`src/rtl/sseg_scan_driver.sv`:
```
// Multiplexed hex seven-segment scan driver with frame-synchronous (tear-free) display updates.
// Define SSEG_LZB_EN to blank leading zero digits (digit 0 is always shown).
module sseg_scan_driver #(
    parameter int DIGITS   = 4,
    parameter int SCAN_DIV = 1000
) (
    input  logic                  clk,
    input  logic                  reset_n,
    input  logic [4*DIGITS-1:0]   value,
    input  logic [DIGITS-1:0]     dp_in,
    input  logic                  load,
    output logic [6:0]            seg,
    output logic                  dp,
    output logic [DIGITS-1:0]     an,
    output logic                  frame_done
);
    localparam int CW = (SCAN_DIV > 1) ? $clog2(SCAN_DIV) : 1;
    localparam int IW = (DIGITS > 1) ? $clog2(DIGITS) : 1;
    localparam logic [CW-1:0]     CNT_LAST = CW'(SCAN_DIV - 1);
    localparam logic [IW-1:0]     IDX_LAST = IW'(DIGITS - 1);
    localparam logic [DIGITS-1:0] AN_ONE   = DIGITS'(1);

    logic [CW-1:0]         cnt;
    logic [IW-1:0]         idx;
    logic                  tick;
    logic                  wrap;
    logic [4*DIGITS-1:0]   disp_val;
    logic [DIGITS-1:0]     disp_dp;
    logic [4*DIGITS-1:0]   pend_val;
    logic [DIGITS-1:0]     pend_dp;
    logic                  pend_valid;
    logic [3:0]            nib;
    logic                  nib_dp;
    logic                  blank;

    function automatic logic [6:0] enc(input logic [3:0] n);
        logic [6:0] s;
        case (n)
            4'h0: s = 7'h3F;
            4'h1: s = 7'h06;
            4'h2: s = 7'h5B;
            4'h3: s = 7'h4F;
            4'h4: s = 7'h66;
            4'h5: s = 7'h6D;
            4'h6: s = 7'h7D;
            4'h7: s = 7'h07;
            4'h8: s = 7'h7F;
            4'h9: s = 7'h6F;
            4'hA: s = 7'h77;
            4'hB: s = 7'h7C;
            4'hC: s = 7'h39;
            4'hD: s = 7'h5E;
            4'hE: s = 7'h79;
            default: s = 7'h71;
        endcase
        return s;
    endfunction

    assign tick       = (cnt == CNT_LAST);
    assign wrap       = tick && (idx == IDX_LAST);
    assign frame_done = wrap;

    always_ff @(posedge clk or negedge reset_n) begin
        if (!reset_n) begin
            cnt <= '0;
            idx <= '0;
        end else if (tick) begin
            cnt <= '0;
            idx <= (idx == IDX_LAST) ? '0 : idx + IW'(1);
        end else begin
            cnt <= cnt + CW'(1);
        end
    end

    // The display register only changes on the wrap tick, so a frame is never torn.
    always_ff @(posedge clk or negedge reset_n) begin
        if (!reset_n) begin
            disp_val   <= '0;
            disp_dp    <= '0;
            pend_val   <= '0;
            pend_dp    <= '0;
            pend_valid <= 1'b0;
        end else if (wrap) begin
            if (load) begin
                disp_val <= value;
                disp_dp  <= dp_in;
            end else if (pend_valid) begin
                disp_val <= pend_val;
                disp_dp  <= pend_dp;
            end
            pend_valid <= 1'b0;
        end else if (load) begin
            pend_val   <= value;
            pend_dp    <= dp_in;
            pend_valid <= 1'b1;
        end
    end

    assign nib    = disp_val[{idx, 2'b00} +: 4];
    assign nib_dp = disp_dp[idx];

`ifdef SSEG_LZB_EN
    logic [DIGITS-1:0] lz;
    logic              zero_above;

    // Scan from the top digit down; a digit is leading-zero while everything above it is zero.
    always_comb begin
        lz         = '0;
        zero_above = 1'b1;
        for (int i = DIGITS - 1; i > 0; i--) begin
            zero_above = zero_above && (disp_val[4*i +: 4] == 4'h0);
            lz[i]      = zero_above;
        end
    end

    assign blank = lz[idx];
`else
    assign blank = 1'b0;
`endif

    always_ff @(posedge clk or negedge reset_n) begin
        if (!reset_n) begin
            an  <= '0;
            seg <= 7'h00;
            dp  <= 1'b0;
        end else begin
            an  <= AN_ONE << idx;
            seg <= blank ? 7'h00 : enc(nib);
            dp  <= nib_dp;
        end
    end
endmodule

```
`config.mk`:
```
export PLATFORM = sky130hd
export DESIGN_NAME = sseg_scan_driver
export DESIGN_NICKNAME = d
export VERILOG_FILES = /design/src/rtl/sseg_scan_driver.sv
export SDC_FILE = /design/constraint.sdc
export NUM_CORES = 1
export LEC_CHECK = 0
export ABC_AREA = 0
export CAP_MARGIN = 30
export CORE_MARGIN = 2
export CORE_UTILIZATION = 40
export CTS_CLUSTER_DIAMETER = 150
export DETAILED_ROUTE_END_ITERATION = 10
export MAX_ROUTING_LAYER = met4
export RECOVER_POWER = 100
export SYNTH_ARGS = -nofsm -noshare
export SYNTH_HDL_FRONTEND = slang
export SYNTH_SLANG_ARGS = --single-unit
export TNS_END_PERCENT = 30
```
`constraint.sdc`:
```
create_clock -name clk -period 2.5 [get_ports clk]
set_input_delay 0.625 -clock clk [delete_from_list [all_inputs] [get_ports clk]]
set_output_delay 0.625 -clock clk [all_outputs]
set_load 0.01 [all_outputs]
```
# Word-level counts from Yosys, hierarchy flattened
# Memories as Yosys holds them, arrays and structs flattened. A register that Yosys moved wholly into a read port is not among the register bits.
# Cells that the tools add are included.
# op_classes
addsub,2
n_mul,0
div_mod_pow,0
n_lt_le_gt_ge,1
n_eq_ne,2
n_shift,2
n_mux,10
bitwise,1
n_reduce_logical,6
# op_table
cell,count
16-bit two-way mux,2
16-bit by 5-bit variable part select with 4-bit output,1
"10-bit by 1-bit adder with 10-bit output, second input constant",1
"10-bit equality test, second input constant",1
10-bit two-way mux,1
4-bit two-way mux,2
2-bit AND reduction,2
2-bit nonzero test,2
"1-bit by 2-bit << shifter with 4-bit output, first input constant",1
"2-bit by 3-bit less-than comparator with 1-bit output, second input constant",1
1-bit two-way mux,3
"2-bit by 1-bit adder with 2-bit output, second input constant",1
1-bit binary-select mux with 2-bit select,1
"2-bit equality test, second input constant",1
2-bit two-way mux,1
1-bit logical AND,1
1-bit logical NOT,1
1-bit inverter,1
# totals
reg_bits,58
latchBits,0
mem_bits_rw,0
rom_bits,112
out_inout_bits,13
wordCells,34
mem_count,1
# mem_list
name,words,word_bits,rd,rd_ports_with_merged_regs,wr,line,source
(no name shown),16,7,1,1,0,38,case (n)

# Logic depth before layout (Yosys ltp)
# depth
word_depth,4
mapped_depth,7

# Worst setup path before layout
# OpenSTA, ideal clock, no wires.
# synth_path
path_kind,flip-flop to flip-flop
start,register idx[0]
end,register seg[3]
t_arrival_ps,1830
required_ps,2435
path_slack_ps,605
stages_incl_launch_ff,7
path_buffers,1
period_less_slack_ps,1895
path_cell_list,dfrtp_1 buf_6 mux4_1 ha_1 and2b_1 a211o_1 nand2_1
# synth_via
elab_chain_cells,1
# synth_rtl
item,line,source
start: declaration,24,logic [IW-1:0] idx;
start signal: assignment,69,idx <= (idx == IDX_LAST) ? '0 : idx + IW'(1);
16-bit by 5-bit variable part select with 4-bit output,99,"assign nib = disp_val[{idx, 2'b00} +: 4];"
end: declaration,12,"output logic [6:0] seg,"
# No other way between the ends.
# A chain may end at the register's enable or synchronous reset.

# Worst setup path after layout
# layout_path
start,register cnt[1]
end,output port frame_done
# layout_via
elab_chain_cells,2
# layout_rtl
item,line,source
start: declaration,23,logic [CW-1:0] cnt;
start signal: assignment,71,cnt <= cnt + CW'(1);
10-bit equality test,59,assign tick = (cnt == CNT_LAST);
1-bit logical AND,60,assign wrap = tick && (idx == IDX_LAST);
end: declaration,15,output logic frame_done
# No other way between the ends.

==> results <==
- At the pin with the least slew margin, the transition time is around 1600 ps.
- Dividing the detail-routed wire length by the instance count gives between 10 and 15 um.
- The multi-input combinational cells in the finished layout cover a total of 1450 um2.
- The count of input and output buffers is 35.
- The launch point of the worst hold path is pend_valid.
- The slowest cell on the critical path is sky130_fd_sc_hd__dfrtp_1.
- The pre-antenna-repair detailed-routing pass consisted of 4 iterations.
- The distinct cell type count of the synthesized netlist is 38.
- The total setup violations reported at the end of the flow is 0.
- The total routed wirelength is 5460 um.
- The share of power burned in combinational logic is 9.6%.
- The smallest clock period supported by the final layout is computed as 2300 ps.
- The DRC marker count from the first detailed-route iteration is 84.
- The share of the synthesized area in the top cell type is 51.0%.
- In this run the critical register-to-register path is launched from idx[0].
- Counting every instance in the synthesized netlist gives 238.
- The final-report hold violation count is 0.
- 0 antenna diodes ended up in the layout.
- The total congestion overflow after global routing is 0.
- In the routed design, unresolved DRC markers number 0.
- Max-cap violations in this run came to 1.
- The clock input transition at the sequential cells of the worst setup and hold paths is ~70 ps.
- The final reports fail on capacitance limit, slew limit.
- The internal power contribution is 1790 uW.
- At the end of routability-driven placement, the weighted congestion stood at between 0.8 and 0.9.
- The clock latency of the later-clocked register in the worst-skew pair is 330 ps.
- The sequential fraction of the synthesis area is about half.
- Sorting the synthesized cells by area gives the leading types as sky130_fd_sc_hd__dfrtp_1 51%, sky130_fd_sc_hd__mux2_2 20%, sky130_fd_sc_hd__ha_1 4.7%, sky130_fd_sc_hd__mux4_1 3.3%, sky130_fd_sc_hd__mux2i_1 1.9%.
- Row generation in the floorplan step produced 32 rows.
- The residual antenna-violating net count after detailed routing is 0.
- Setup repair after global routing left no endpoint under its margin.
- The worst register-to-register path has a depth of 4.
- The number of antenna violations at the first check in global routing is 0.
- Detailed placement ended at an HPWL of between 3000 and 4000 um.
- Yosys printed 0 warnings.
- The floorplan core area is around 7700 um2.
- Of the total power, the clock network draws between 40 and 50%.
- For this run, the leading register cell type out of synthesis is sky130_fd_sc_hd__dfrtp_1.
- The worst slew margin relative to its limit is -4.29%.
- The number of global-route vias before repair is roughly 1.9k.
- Hold is met by 493 ps.
- Global routing consumed, over all layers together, 14.0% of the routing resources.
- The via total after detailed routing is 1939.
- The family of cells with the greatest summed delay on the critical path is simple AND/OR/NAND/NOR gates.
- The number of cells on the worst hold path is 2.
- The register share of total power is approximately 50%.
- The pin count of the biggest net entering global routing is 66.
- The synthesized area per cell is 13.4 um2.
- After filler insertion, the fill cell instance count of the layout stands at 686.
- The floorplan die area is approximately 8700 um2.
- The CTS H-tree depth is 3.
- Counting every net in the synthesized netlist gives 273.
- The synthesized flop and latch total is 65.
- The tree is rooted in a sky130_fd_sc_hd__clkbuf_8.
- Counting the buffers created by CTS gives 9.
- The critical path contains buffers and inverters numbering 2 combined.
- The final clock period utilization by the worst path is between 90% and 100%.
- The count of pins on the block boundary is 36.
- The net count reported at finish is around 320.
- For this design the static power due to leakage is about 0.0017 uW.
- The required time reported for the critical path endpoint is roughly 1900 ps.
- The async set-reset flop share out of synthesis is 100%.
- The class of the most critical setup path is flip-flop to output pin.
- The worst min-delay path class is flip-flop to flip-flop.
- The clock sink total is 65.
- Power spread over the standard cell area amounts to 598 nW/um2.
- The maximum frequency from static timing analysis is roughly 430 MHz.
- The most critical setup path has its startpoint at cnt[1].
- The cell taking the most area after synthesis is sky130_fd_sc_hd__dfrtp_1.
- Setup total negative slack on the finished layout was measured at 0 ps.
- Along the worst path, the maximum fanout reaches 5.
- The synthesis-to-layout area growth is 20.8%.
- The worst setup slack for register-to-register paths is ~350 ps.
- The number of enable-type register cells in the synthesized netlist is 0.
- Data on the critical path arrives at its endpoint at about 1700 ps.
- The starting density of the core is 41.3%.
- The floorplan die width is 93.3 um.
- The number of max-slew violations in the final report is between 60 and 70.
- The run finished, with violations left.
- The sort of element at the end of the critical path is an output pin.
- The mapped cell area is around 3200 um2.
- In this run the deepest clock path goes through 2 buffers.
- The worst setup path is launched from a flip-flop.
- The maximum resistive drop on vdd is between 200 and 300 uV.
- TritonCTS built the clock tree.
- In this run switching power makes up between 20% and 30% of total power.
- The number of vias per cell after detailed routing is between 4 and 5.
- Traced cell by cell, the critical path runs through ha_2 > and4b_1 > nand4_1 > inv_1 > dlygate4sd2_1.
- The biggest cell delay along the critical path is ~370 ps.
- For the final database, setup skew stands at a little over 10 ps.
- The combined flip-flop and latch cell area is approximately 1600 um2.
- The analysis attributes to net switching a power of slightly above 500 uW.
- The fraction of layout instances using a drive strength above 1 is between 20% and 30%.
- Measured along the y axis, the die boundary spans between 90 and 100 um.
- In this run the critical register-to-register path is captured at seg[0].
- The global-route wire length before repair is 9230 um.
- The end of the worst hold path is pend_valid.
## power groups by stage
stage	Combinational (uW)	Clock [uW]	Sequential, uW
floorplan	127	0	1150
detailed placement	234	0	1150
global route	246	1040	1140
finish	221	952	1130
global placement	233	0	1150
CTS	236	981	1130
## cell usage in the layout, fill, tap and decap left out, types with 3 or more instances in the layout
cell type and count:
sky130_fd_sc_hd__dfrtp_1 65, sky130_fd_sc_hd__nand3_1 7, sky130_fd_sc_hd__nor2_1 8, sky130_fd_sc_hd__ha_1 11
sky130_fd_sc_hd__mux4_1 4, sky130_fd_sc_hd__dlygate4sd3_1 12, sky130_fd_sc_hd__o21ai_0 3, sky130_fd_sc_hd__a21oi_1 9
sky130_fd_sc_hd__nand4_1 3, sky130_fd_sc_hd__nand2_1 5, sky130_fd_sc_hd__mux2_2 57, sky130_fd_sc_hd__xor2_1 6
sky130_fd_sc_hd__clkdlybuf4s50_1 21, sky130_fd_sc_hd__clkbuf_8 9, sky130_fd_sc_hd__clkbuf_1 4, sky130_fd_sc_hd__mux2i_1 6
sky130_fd_sc_hd__inv_1 10, sky130_fd_sc_hd__clkbuf_2 3, sky130_fd_sc_hd__and3_1 3
## flip-flops by register name, indices dropped and copies added, names as in the netlist
name / count
cnt: 10
disp_val: 16
disp_dp: 4
an: 4
pend_valid: 1
seg: 7
pend_dp: 4
idx: 2
dp: 1
pend_val: 16
## tightest hold or removal path: cells and delay by family (launching register included)
family           cells  cell delay [ps]
and+or+nand+nor      2              130
DFF                  1              330
## per-layer routing
metal  GRT usage [%]  part of all wire [%]  vias up
met5               -                     0        -
met4            5.15                  0.46        0
met3            2.74                   2.9        2
met2            21.8                    48       34
met1            18.4                    48      962
li1                -                     -      941
## metrics by stage
step	total power [uW]	utilization (%)	worst slack [ps]	cells	area, um2
CTS	2350	50.6	190	388	3910
finish	2300	49.9	195	388	3850
global placement	1380	47.7	204	371	3690
detailed placement	1390	47.7	174	371	3690
floorplan	1280	-	605	238	3190
global route	2420	49.9	69.7	388	3850
## synthesized netlist by cell type (2+ instances only)
library cell	instances
sky130_fd_sc_hd__a31oi_1	2
sky130_fd_sc_hd__buf_2	3
sky130_fd_sc_hd__o21ai_0	3
sky130_fd_sc_hd__nand2_1	5
sky130_fd_sc_hd__dfrtp_1	65
sky130_fd_sc_hd__o31ai_1	2
sky130_fd_sc_hd__and3_1	3
sky130_fd_sc_hd__mux2_2	57
sky130_fd_sc_hd__clkbuf_1	3
sky130_fd_sc_hd__and2b_1	2
sky130_fd_sc_hd__ha_1	12
sky130_fd_sc_hd__mux4_2	2
sky130_fd_sc_hd__nand3_1	7
sky130_fd_sc_hd__a21oi_1	9
sky130_fd_sc_hd__xnor2_1	2
sky130_fd_sc_hd__or2_0	2
sky130_fd_sc_hd__nor2b_1	2
sky130_fd_sc_hd__buf_4	4
sky130_fd_sc_hd__xor2_1	6
sky130_fd_sc_hd__nor3b_1	2
sky130_fd_sc_hd__nand4_1	3
sky130_fd_sc_hd__mux2i_1	6
sky130_fd_sc_hd__a211o_1	2
sky130_fd_sc_hd__nor2_1	8
sky130_fd_sc_hd__inv_1	10
sky130_fd_sc_hd__mux4_1	4
## area by class of cell
cell class / instances / area share, %
clock buffers: 10 / 3.31
clock inverters: 5 / 2.11
inverters: 10 / 0.974
multi-input cells: 152 / 37.6
flip-flops and latches: 65 / 42.2
well taps: 102 / 3.31
repair buffers: 44 / 10.5
## cell families after synthesis
group | after synthesis | synth area share (%)
buf+inv | 21 | 3.29
simple gates | 41 | 7.33
flops | 65 | 51.0
fa+ha+maj | 12 | 4.71
xor+xnor | 8 | 2.20
compound gates | 21 | 4.31
mux | 70 | 27.2
## worst max-delay path by stage
| stage | end | slack (ps) | cells after the start |
|---|---|---|---|
| finish | frame_done | 200 | 5 |
| global route | frame_done | 70 | 4 |
| CTS | frame_done | 190 | 5 |
| detailed placement | frame_done | 170 | 5 |
| global placement | frame_done | 200 | 5 |
| floorplan | seg[3] | 600 | 6 |
## what timing repair did
action                                  in CTS  in global routing
gates resized for setup                      3                  0
endpoints found under the setup margin       1                  0
buffers inserted                             2                  0
hold buffers                                 0                  0
Note: power is estimated with default switching activity, not from simulation.
